[src/rtl/manchester_lock_controller.sv]
// Manchester half-bit period acquisition and tracking.
// The controller measures the spacing between line edges. It trains an
// initial half-bit period from the smallest valid interval it sees. Once
// locked, it tracks that period and classifies each edge as short or long.
// There is no valid/ready handshake here. Every output is a registered level
// or a one-cycle pulse. A pulse appears in the cycle after the edge that
// caused it.
module manchester_lock_controller #(
    parameter int unsigned W              = 8,
    parameter int unsigned DEFAULT_PERIOD = 10,
    parameter int unsigned MIN_PERIOD     = 3,
    parameter int unsigned TRAIN_EDGES    = 8,
    parameter int unsigned TOL            = 1,
    parameter int unsigned MISS_LIMIT     = 3
) (
    input  logic         clock,
    input  logic         reset,
    input  logic         enable,
    input  logic         pos_edge,
    input  logic         neg_edge,
    output logic [W-1:0] period,
    output logic         locked,
    output logic         period_update,
    output logic         edge_short,
    output logic         edge_long,
    output logic         lock_lost,
    output logic [1:0]   state_dbg
);

    localparam int unsigned TCW = $clog2(TRAIN_EDGES + 1);
    localparam int unsigned MCW = $clog2(MISS_LIMIT + 1);

    localparam logic [W-1:0]   MAX_V   = '1;
    localparam logic [W-1:0]   DEF_P   = W'(DEFAULT_PERIOD);
    localparam logic [W-1:0]   MIN_P   = W'(MIN_PERIOD);
    localparam logic [TCW-1:0] TRAIN_N = TCW'(TRAIN_EDGES);
    localparam logic [MCW-1:0] MISS_N  = MCW'(MISS_LIMIT);
    localparam logic [W+1:0]   TOL1    = (W+2)'(TOL);
    localparam logic [W+1:0]   TOL2    = (W+2)'(2 * TOL);

    typedef enum logic [1:0] {
        SEARCH = 2'd0,
        TRAIN  = 2'd1,
        LOCKED = 2'd2
    } state_t;

    state_t         state, state_n;
    logic [W-1:0]   cnt, cnt_n;
    logic [W-1:0]   period_n, min_q, min_n, min_cand, step_p;
    logic [TCW-1:0] train_cnt, train_n;
    logic [MCW-1:0] miss_cnt, miss_n;
    logic           upd_n, short_n, long_n, lost_n, drop;

    // Simultaneous rising and falling pulses count as a single edge.
    logic         line_edge;
    // The interval, the period and its multiples are widened by two bits,
    // so the compares below cannot overflow.
    logic [W+1:0] iv_x, p_x, p2_x, p4_x, d_short, d_long;

    assign line_edge = pos_edge | neg_edge;
    assign iv_x      = {2'b00, cnt};
    assign p_x       = {2'b00, period};
    assign p2_x      = {1'b0, period, 1'b0};
    assign p4_x      = {period, 2'b00};
    assign d_short   = (iv_x >= p_x)  ? (iv_x - p_x)  : (p_x - iv_x);
    assign d_long    = (iv_x >= p2_x) ? (iv_x - p2_x) : (p2_x - iv_x);
    assign min_cand  = (cnt < min_q) ? cnt : min_q;
    assign locked    = (state == LOCKED);
    assign state_dbg = state;

    // Next-state logic: counter, training, tracking and pulse generation.
    always_comb begin
        state_n  = state;
        cnt_n    = line_edge ? W'(1) : ((cnt == MAX_V) ? cnt : cnt + W'(1));
        period_n = period;
        train_n  = train_cnt;
        miss_n   = miss_cnt;
        min_n    = min_q;
        upd_n    = 1'b0;
        short_n  = 1'b0;
        long_n   = 1'b0;
        lost_n   = 1'b0;
        drop     = 1'b0;
        step_p   = period;

        if (!enable) begin
            lost_n   = (state == LOCKED);
            upd_n    = (period != DEF_P);
            state_n  = SEARCH;
            cnt_n    = '0;
            period_n = DEF_P;
            train_n  = '0;
            miss_n   = '0;
            min_n    = MAX_V;
        end else begin
            case (state)
                SEARCH: begin
                    if (line_edge) state_n = TRAIN;
                end
                TRAIN: begin
                    if (line_edge) begin
                        if (cnt >= MIN_P) begin
                            train_n = train_cnt + TCW'(1);
                            min_n   = min_cand;
                            if (train_cnt + TCW'(1) == TRAIN_N) begin
                                period_n = min_cand;
                                upd_n    = 1'b1;
                                state_n  = LOCKED;
                                miss_n   = '0;
                                train_n  = '0;
                                min_n    = MAX_V;
                            end
                        end
                    end else if (cnt == MAX_V) begin
                        // The line went quiet, so restart acquisition.
                        state_n = SEARCH;
                        train_n = '0;
                        min_n   = MAX_V;
                    end
                end
                LOCKED: begin
                    if (line_edge) begin
                        if (d_short <= TOL1) begin
                            if (iv_x > p_x && period != MAX_V)
                                step_p = period + W'(1);
                            else if (iv_x < p_x && period > MIN_P)
                                step_p = period - W'(1);
                            short_n  = 1'b1;
                            miss_n   = '0;
                            period_n = step_p;
                            upd_n    = (step_p != period);
                        end else if (d_long <= TOL2) begin
                            long_n = 1'b1;
                            miss_n = '0;
                        end else if (miss_cnt + MCW'(1) >= MISS_N) begin
                            drop = 1'b1;
                        end else begin
                            miss_n = miss_cnt + MCW'(1);
                        end
                    end else if (iv_x > p4_x) begin
                        drop = 1'b1;
                    end
                end
                default: state_n = SEARCH;
            endcase

            if (drop) begin
                state_n  = SEARCH;
                lost_n   = 1'b1;
                period_n = DEF_P;
                upd_n    = (period != DEF_P);
                miss_n   = '0;
                train_n  = '0;
                min_n    = MAX_V;
            end
        end
    end

    // State and output registers; reset overrides everything.
    always_ff @(posedge clock) begin
        if (reset) begin
            state         <= SEARCH;
            cnt           <= '0;
            period        <= DEF_P;
            train_cnt     <= '0;
            miss_cnt      <= '0;
            min_q         <= MAX_V;
            period_update <= 1'b0;
            edge_short    <= 1'b0;
            edge_long     <= 1'b0;
            lock_lost     <= 1'b0;
        end else begin
            state         <= state_n;
            cnt           <= cnt_n;
            period        <= period_n;
            train_cnt     <= train_n;
            miss_cnt      <= miss_n;
            min_q         <= min_n;
            period_update <= upd_n;
            edge_short    <= short_n;
            edge_long     <= long_n;
            lock_lost     <= lost_n;
        end
    end

endmodule

[config.mk]
export PLATFORM = sky130hd
export DESIGN_NAME = manchester_lock_controller
export DESIGN_NICKNAME = d
export VERILOG_FILES = /design/src/rtl/manchester_lock_controller.sv
export SDC_FILE = /design/constraint.sdc
export NUM_CORES = 1
export LEC_CHECK = 0
export ABC_AREA = 1
export BUFFER_PORTS_ARGS = -buffer_cell sky130_fd_sc_hd__clkbuf_2
export CAP_MARGIN = 30
export CORE_MARGIN = 5
export CORE_UTILIZATION = 68
export CTS_CLUSTER_SIZE = 40
export DETAILED_ROUTE_END_ITERATION = 6
export PLACE_DENSITY_LB_ADDON = 0.25
export SLEW_MARGIN = 20
export SYNTH_ARGS = -nofsm -noshare
export SYNTH_HDL_FRONTEND = slang
export SYNTH_SLANG_ARGS = --single-unit
[constraint.sdc]
create_clock -name clock -period 7.6 [get_ports clock]
set_clock_uncertainty 0.15 [all_clocks]
set_input_delay 1.14 -clock clock [delete_from_list [all_inputs] [get_ports clock]]
set_output_delay 1.14 -clock clock [all_outputs]
set_load 0.03 [all_outputs]
* Word-level counts from Yosys, hierarchy flattened *
Cells that the tools add are included.

storage, ports and cells
  bits of input ports = 5
  word-level logic and storage cells = 126
  ROM bits = 0
  output and inout bits = 15
  RAM bits = 0
  memories kept = 0
  flip-flop bits (word level) = 36
  latch bits = 0

cells by class
  multiplexer cells = 58
  shifts and indexed selects = 0
  magnitude comparators = 11
  multipliers = 0
  div/mod/pow operators = 0
  reductions and logical operators = 14
  bitwise logic cells = 4
  $add $sub $neg = 9
  equality and inequality tests = 19

operator list
  operator             number
  $mux 8               16
  $mux 2               12
  $mux 1               20
  $mux 10              2
  $sub 8x8->9          2
  $add 8x1->8 const B  2
  $lt 8x8->1           2
  $mux 4               4
  $pmux 8 s2           1
  $reduce_and 6->1     2
  $gt 8x10->1          1
  $le 10x1->1 const B  1
  $le 10x2->1 const B  1
  $ne 2x2->1 const B   5
  $sub 8x9->10         1
  $sub 9x8->10         1
  $ge 8x9->1           1
  $ne 3x3->1 const B   3
  $eq 8x8->1 const B   1
  $ge 8x2->1 const B   1
  $ge 8x8->1           1
  $gt 8x2->1 const B   1
  $gt 8x8->1           1
  $ne 8x4->1 const B   1
  25 further kinds     32

* Logic depth before layout (Yosys ltp) *
Gate-level depths: netlist of run 1.

  depth in word-level cells = 14
  gate-level depth with buffers = 22
  mapped depth without buffers = 21

* Least setup slack after synthesis of run 1 *
Ideal clock, no wire load.

  path type = reg2reg
  from = reg period[1]
  to = reg miss_cnt[0]
  path buffers = 1
  path slack = 4.713 ns
  period minus slack after synthesis = 2.887 ns
  stages on the path, launching flop included = 18
  required time = 7.333 ns
  setup time = 0.117 ns
  arrival time = 2.620 ns
  path through = dfxtp_1 > inv_1 > ha_1 > nand2_1 > o21ai_1 > nand2_1 > nand2_1 > nand2_1 > nand2_1 > nand3b_1 > nand2_1 > nor2_1 > nand2_1 > nand2_2 > nand2_2 > nand2_4 > buf_6 > nor2_2

between the ends
  cells in the longest elaborated chain, start to end = 9
  elaborated cells between the ends (all ways) = 24
  those cells by class = 4 x add/sub; 5 x order compare; 1 x eq/ne; 12 x mux; 2 x reduce/logical

RTL lines
  element                                     line  source
  start, declared                             21    output logic [W-1:0] period,
  start signal, assigned                      175   period <= period_n;
  $sub 9x8->10, or another cell as far along  66    assign d_long = (iv_x >= p2_x) ? (iv_x - p2_x) : (p2_x - iv_x);
  $mux 10                                     66
  $le 10x2->1                                 132   end else if (d_long <= TOL2) begin
  $mux 1                                      132
  $mux 1                                      123   if (d_short <= TOL1) begin
  $mux 1                                      122   if (line_edge) begin
  $mux 1                                      96    case (state)
  $mux 1                                      86    if (!enable) begin
  $reduce_or 3->1 (no source line)            --
  end signal, assigned                        177   miss_cnt <= miss_n;
  end, declared                               51    logic [MCW-1:0] miss_cnt, miss_n;

Several ways; a longest one is shown, not always the timed one. The select of a mux whose other input is x is not followed.
A chain may end at the register's enable or synchronous reset.

* Worst setup path in the final report of run 1 *
  from = reg period[1]
  to = reg period[1]

between the ends
  cells in the longest elaborated chain, start to end = 11
  elaborated cells between the ends (all ways) = 37
  those cells by class = 6 x add/sub; 8 x order compare; 2 x eq/ne; 17 x mux; 4 x reduce/logical

RTL lines
  element
  branches (longest 11 deep; another with $sub 9x8->10)

Parallel ways; which one is timed is not known. The select of a mux whose other input is x is not followed.

==> out/metrics.cfg, run 1 <==
[outcome]
status = complete, no violations

[drt]
routed-via-count = 4463
ant_nets = 0
routed_wl_mm = 11.8
routed_via_density = 5.80
firstDrtPassIters = 5
routed.top_layer = met4
drcViolationCount = 0
drtIter0Drc = 319
wl_met3_um = 819
wl_met1_mm = 4.76
met2_length_mm = 5.47
wl_per_cell_um = 15.3

[clock_network]
cts_num_sinks = 36
clkTransAtPathRegs_ns = 0.08
postCtsSetupRepairBufs = 0
cts_buffers = 5
clockRootBuffer = clkbuf_8
clk_latency_ns = 0.29
cts.repair.resized = 0
ctsHoldBuffers = 0
htreeDepth = 2
clk_path_buf_depth = 2
cts_tree = built

[critical_path]
r2r-end = period[1]
rr_worst_depth = 17
worstPathArrival_ns = 3.54
cp_data_required_time_ns = 7.62
path_class = flip-flop to flip-flop
cp_max_fo = 16
end_kind = flip-flop
cp-start-kind = flip-flop
r2r_start = period[1]
r2r_slack_ns = 4.08

[logic_synthesis]
syn_inst = 681
synth_seq_cells = 36
ys.flop_type = dfxtp_1
synth-seq-area-share_pct = 17.1
synth.distinct_cells = 41
synth_fp_nets = 745
syn-cell-area_um2 = 4220
synth_edf_count = 0
yosysWarnings = 0
async_reset_ff_share_pct = 0
synth.avg_cell_area_um2 = 6.19

[die]
rows = 28
core_area_um2 = 5990
die_width_um = 88.7
dieArea_um2 = 7880
ios = 20
die_h_um = 88.7
start_util_pct = 70.4

[power_and_ir_drop]
p_per_area_nw_per_um2 = 116
leakage_nw = 2.27
peakVddDrop_mv = 0.158

[finish]
drive_above_1_share_pct = 9.51
fin_nets = 757
fin_util_pct = 74.1
finalInstanceArea_um2 = 4440
diodes = 0
area_delta_synth_final_pct = 5.31
fin_cells = 769

[timing]
fmax_mhz = 284
period_minus_slack_ns = 3.52
relSlewSlack_pct = 53.6
fin_crit_sh_pct = 46.3
rsz0062_at_grt = no
setup_viol = 0
worstMarginPinSlew_ns = 0.696
final_max_slew_viol_count = 0
hold_viol = 0
tns_ns = 0

[run]
cap_violations = 0

[hold_path]
hp-class = flip-flop to flip-flop
hp-start = miss_cnt[1]
hold_depth = 2
holdPathEnd = miss_cnt[1]

[global_route]
grt_pass1_wl_mm = 19.4
track_usage_pct = 31.6
grt_pass1_vias = 4327
antenna_found_initial = 0
grt_max_degree = 21
grt_overflow = 0

[placement]
dp.final_hpwl_mm = 9.33
placed_area_um2 = 4320
gp_congestion = 0.988
placement.io_buffers = 19
dpl.cell_count = 760

[cells in the final DEF (no fill, tap or decap), drive strengths merged]
cell        n
nand2     204
inv       100
nor2       64
ha         55
nand3      51
a21oi      45
o21ai      41
dfxtp      36
clkbuf     24
xor2       14
nor3       11
o211ai     10
nand4       7
o22ai       6
fa          4
nand3b      3
xnor2       3
or2         3
clkinv      2
a31oi       2
and2        2
o21bai      1
a41oi       1
o31ai       1
nor3b       1
clkinvlp    1
bufinv      1
buf         1
[Yosys cell counts (6+ instances only)]
master | instances | share of area, %
nand4_1 | 6 | 0.89
clkbuf_1 | 6 | 0.53
a21oi_1 | 36 | 4.3
nand2_1 | 195 | 17
xor2_1 | 14 | 2.9
o22ai_1 | 6 | 0.89
dfxtp_1 | 36 | 17
nand2_2 | 8 | 1.2
ha_1 | 55 | 16
o21ai_0 | 38 | 4.5
nor2_2 | 7 | 1.0
o211ai_1 | 10 | 1.8
nor3_1 | 9 | 1.1
a21oi_2 | 9 | 1.9
nand3_1 | 48 | 5.7
inv_1 | 97 | 8.6
nor2_1 | 57 | 5.1
[state kept, by name, indices dropped and copies added, names as in the netlist]
| signal | count |
|---|---|
| edge_long | 1 |
| train_cnt | 4 |
| period | 8 |
| edge_short | 1 |
| cnt | 8 |
| min_q | 8 |
| lock_lost | 1 |
| miss_cnt | 2 |
| state_dbg | 2 |
| period_update | 1 |
[cell families after synthesis]
| group | synth area share, % |
|---|---|
| adder cells (fa/ha/maj) | 18.2 |
| AND/OR/NAND/NOR | 35.6 |
| AO/OA/AOI/OAI | 14.6 |
| buffers and inverters | 10.9 |
| flip-flops | 17.1 |
| XOR/XNOR | 3.53 |
[worst max-delay path: stages (launching register included)]
cell	delay, ns
dfxtp_1	0.68
inv_1	0.30
ha_1	0.46
nand2_1	0.07
o21ai_1	0.28
nor2_1	0.08
nor2_1	0.19
nand2_1	0.08
nor2_1	0.09
nand3b_1	0.08
nand2_1	0.19
nor2_1	0.08
nand2_1	0.07
nand2_2	0.07
nand2_2	0.08
nand2_4	0.16
inv_2	0.20
nand3_1	0.10
[through the flow]
step	setup slack [ns]	hold slack (ns)	power, mW
floorplan	4.71	0.309	0.315
global placement	4.18	0.318	0.342
detailed placement	4.17	0.327	0.345
CTS	4.15	0.339	0.513
global route	3.82	0.376	0.546
finish	4.08	0.341	0.514
[final cells by class]
cell class                 instances  area (µm²)
clock buffer                       5        68.8
clock inverter                     3        42.5
fill                             514        1550
inverter                         101         380
multi-input combinational        529        3030
sequential                        36         721
tap                               75        93.8
timing repair buffer              20         100
[metal layers]
layer	GRT usage (%)	vias up
met1	36.4	1991
met2	53.2	199
met5	0	-
met4	21.3	0
li1	-	2214
met3	5.49	59
[how the worst max path moves through the flow]
stage | start | endpoint | slack, ns | cells past startpoint
CTS | period[1] | period[3] | 4.15 | 17
global placement | period[1] | period[3] | 4.18 | 17
global route | period[1] | period[3] | 3.82 | 17
detailed placement | period[1] | period[1] | 4.17 | 17
finish | period[1] | period[1] | 4.08 | 17
floorplan | period[1] | miss_cnt[0] | 4.71 | 17
[where the power goes]
group	internal (mW)	switching, mW	leakage, nW
clock network	0.0971	0.0725	0.0541
logic	0.0468	0.0954	1.92
registers	0.194	0.00881	0.292
Note: power is estimated with default switching activity, not from simulation.
==> inputs of run 2 (changes only) <==
--- a/config.mk
+++ b/config.mk
@@ -9,7 +9,7 @@
 export BUFFER_PORTS_ARGS = -buffer_cell sky130_fd_sc_hd__clkbuf_2
 export CAP_MARGIN = 30
 export CORE_MARGIN = 5
-export CORE_UTILIZATION = 68
+export CORE_UTILIZATION = 63
 export CTS_CLUSTER_SIZE = 40
 export DETAILED_ROUTE_END_ITERATION = 6
 export PLACE_DENSITY_LB_ADDON = 0.25
==> constraint.sdc (replaced) <==
create_clock -name clock -period 3.55 [get_ports clock]
set_clock_uncertainty 0.15 [all_clocks]
set_input_delay 0.5325 -clock clock [delete_from_list [all_inputs] [get_ports clock]]
set_output_delay 0.5325 -clock clock [all_outputs]
set_load 0.03 [all_outputs]
==> out/metrics.cfg, run 2 (same netlist as run 1, synthesis figures left out) <==
[drt]
ant_nets = 0  ; unchanged
wl_met3_um = 801  ; was 819 µm
drtIter0Drc = 282  ; was 319
routed-via-count = 4519  ; was 4463
met2_length_mm = 5.81  ; was 5.47 mm
routed_via_density = 5.78  ; was 5.80
wl_met1_mm = 4.90  ; was 4.76 mm
drcViolationCount = 0  ; unchanged
routed_wl_mm = 12.1  ; was 11.8 mm
wl_per_cell_um = 15.5  ; was 15.3 µm
firstDrtPassIters = 5  ; unchanged
routed.top_layer = met4  ; unchanged

[clock_network]
clk_latency_ns = 0.29  ; about the same
clk_path_buf_depth = 2  ; unchanged
clkTransAtPathRegs_ns = 0.07  ; was 0.08 ns
cts_num_sinks = 36  ; unchanged
cts_tree = built  ; unchanged
cts.repair.resized = 0  ; unchanged
cts_buffers = 5  ; unchanged
ctsHoldBuffers = 0  ; unchanged
postCtsSetupRepairBufs = 0  ; unchanged
htreeDepth = 2  ; unchanged
clockRootBuffer = clkbuf_8  ; unchanged

[power_and_ir_drop]
sw_frac_of_total_pct = 36.2  ; was 34.4%
peakVddDrop_mv = 0.366  ; was 0.158 mV
leakage_nw = 2.32  ; was 2.27 nW
combinationalPowerShare_pct = 30.6  ; was 27.7%
p_per_area_nw_per_um2 = 236  ; was 116 nW/µm²
p_seq_share_pct = 39.8  ; was 39.4%
p_sw_uw = 385  ; was 177 µW
clkPwrFrac_pct = 29.6  ; was 33.0%
p_int_uw = 679  ; was 338 µW

[critical_path]
cp-start-kind = flip-flop  ; unchanged
path_class = flip-flop to flip-flop  ; unchanged
worst_path_largest_cell_delay_ns = 0.55  ; was 0.68 ns
cp_max_fo = 16  ; unchanged
crit_chain = inv_1 > fa_1 > inv_1 > nand3_1 > nand2_1 > nand2_1 > nand3_1 > nand3_1 > nor2_1 > nand3_1 > nand2_1 > nor2_1 > nand2_1 > nand2_2 > nand2_2 > nand2_4 > inv_2 > nand3_1  ; was inv_1 > ha_1 > nand2_1 > o21ai_1 > nor2_1 > nor2_1 > nand2_1 > nor2_1 > nand3b_1 > nand2_1 > nor2_1 > nand2_1 > nand2_2 > nand2_2 > nand2_4 > inv_2 > nand3_1
end_kind = flip-flop  ; unchanged
worst_path_max_delay_cell = dfxtp_1  ; unchanged
crit_path_frequent_cell = nand3_1
critical_path_buf_inv_count = 3  ; was 2
cp_top_family = simple AND/OR/NAND/NOR gates  ; unchanged
worstPathArrival_ns = 3.26  ; was 3.54 ns
cp_data_required_time_ns = 3.57  ; was 7.62 ns

[die]
die_h_um = 91.8  ; was 88.7 µm
start_util_pct = 65.7  ; was 70.4%
dieArea_um2 = 8430  ; was 7880 µm²
core_area_um2 = 6420  ; was 5990 µm²
ios = 20  ; unchanged
die_width_um = 91.8  ; was 88.7 µm
rows = 29  ; was 28

[placement]
gp_congestion = 0.981  ; was 0.988
place_ws_ns = 0.244  ; was 4.17 ns
placement.io_buffers = 19  ; unchanged
dp.final_hpwl_mm = 9.49  ; was 9.33 mm

[global_route]
grt_max_degree = 21  ; unchanged
grt_overflow = 0  ; unchanged
track_usage_pct = 29.0  ; was 31.6%
antenna_found_initial = 0  ; unchanged
grt_pass1_vias = 4165  ; was 4327
grt_pass1_wl_mm = 19.8  ; was 19.4 mm

[finish]
area_delta_synth_final_pct = 7.06  ; was 5.31%
register_area_um2 = 722  ; was 721 µm²
final_cell_mix = nand2_1, inv_1, nor2_1, ha_1, nand3_1  ; unchanged
mostFrequentLayoutCell = nand2_1  ; unchanged
fin_util_pct = 70.3  ; was 74.1%
fin_nets = 768  ; was 757
fill_cells = 555  ; was 514
top_regs = cnt x8, min_q x8, period x8  ; unchanged
multiInputGateArea_um2 = 3030  ; unchanged
drive_above_1_share_pct = 11.1  ; was 9.51%
diodes = 0  ; unchanged

[timing]
fmax_mhz = 309  ; was 284 MHz
setup_viol = 0  ; unchanged
tns_ns = 0  ; unchanged
worstMarginPinSlew_ns = 0.702  ; was 0.696 ns
fin_crit_sh_pct = 91.3  ; was 46.3%
period_minus_slack_ns = 3.24  ; was 3.52 ns
fin_ws_ns = 0.310  ; was 4.08 ns
relSlewSlack_pct = 53.2  ; was 53.6%
rsz0062_at_grt = no  ; unchanged
hold_viol = 0  ; unchanged
final_max_slew_viol_count = 0  ; unchanged

[outcome]
status = complete, no violations  ; unchanged

[hold_path]
hp-class = input port to flip-flop  ; was flip-flop to flip-flop

[run]
cap_violations = 0  ; unchanged

run 2: cell types whose count changed in the layout (fill, tap and decap cells not counted):
cell,previous run,this run
buf_4,0,12
buf_2,1,0
bufinv_16,1,0
clkbuf_8,5,6
clkinvlp_4,1,0
dfxtp_1,36,35
dfxtp_2,0,1
inv_6,0,1
run 2: final cells by class:
cell class	count	area share (%)
clock buffer	6	1.83
clock inverter	2	0.305
inverter	101	8.43
multi-input combinational	529	67.2
sequential	36	16.0
tap	77	2.13
timing repair buffer	31	4.10
run 2: layer usage:
metal	up-vias	track usage (%)
met4	0	14.6
met1	2022	35.3
met3	50	3.11
met2	210	50.6
met5	-	0
li1	2237	-
run 2: through the flow:
stage	area [µm²]	total power, mW	instances	hold slack, ns
after floorplan	4220	0.675	681	0.309
after global placement	4420	0.744	774	0.317
after detailed placement	4420	0.750	774	0.325
after CTS	4510	1.06	782	0.275
after global routing	4510	1.13	782	0.287
final	4510	1.06	782	0.278
run 2: worst reg2reg max path: cells and delay by family (launching register included):
family / cells / cell delay (ns)
DFF: 1 / 0.55
and+or+nand+nor: 14 / 1.40
adders and majority gates: 1 / 0.51
buffers and inverters: 3 / 0.52
run 2: power by group through the flow:
stage               registers [mW]  clock network, mW  logic, mW
CTS                          0.423              0.318      0.319
detailed placement           0.433                  0      0.317
global route                 0.425              0.338      0.365
finish                       0.424              0.315      0.325
floorplan                    0.449                  0      0.226
global placement             0.432                  0      0.312
run 2: path summary, 6_finish.rpt:
check / cells after the start / end / start / slack [ns]
setup reg to reg: 18 / period[1] / period[0] / 0.31
hold / removal: 2 / lock_lost / reset / 0.28
setup / recovery: 18 / period[1] / period[0] / 0.31
hold reg to reg: 2 / train_cnt[3] / train_cnt[3] / 0.34
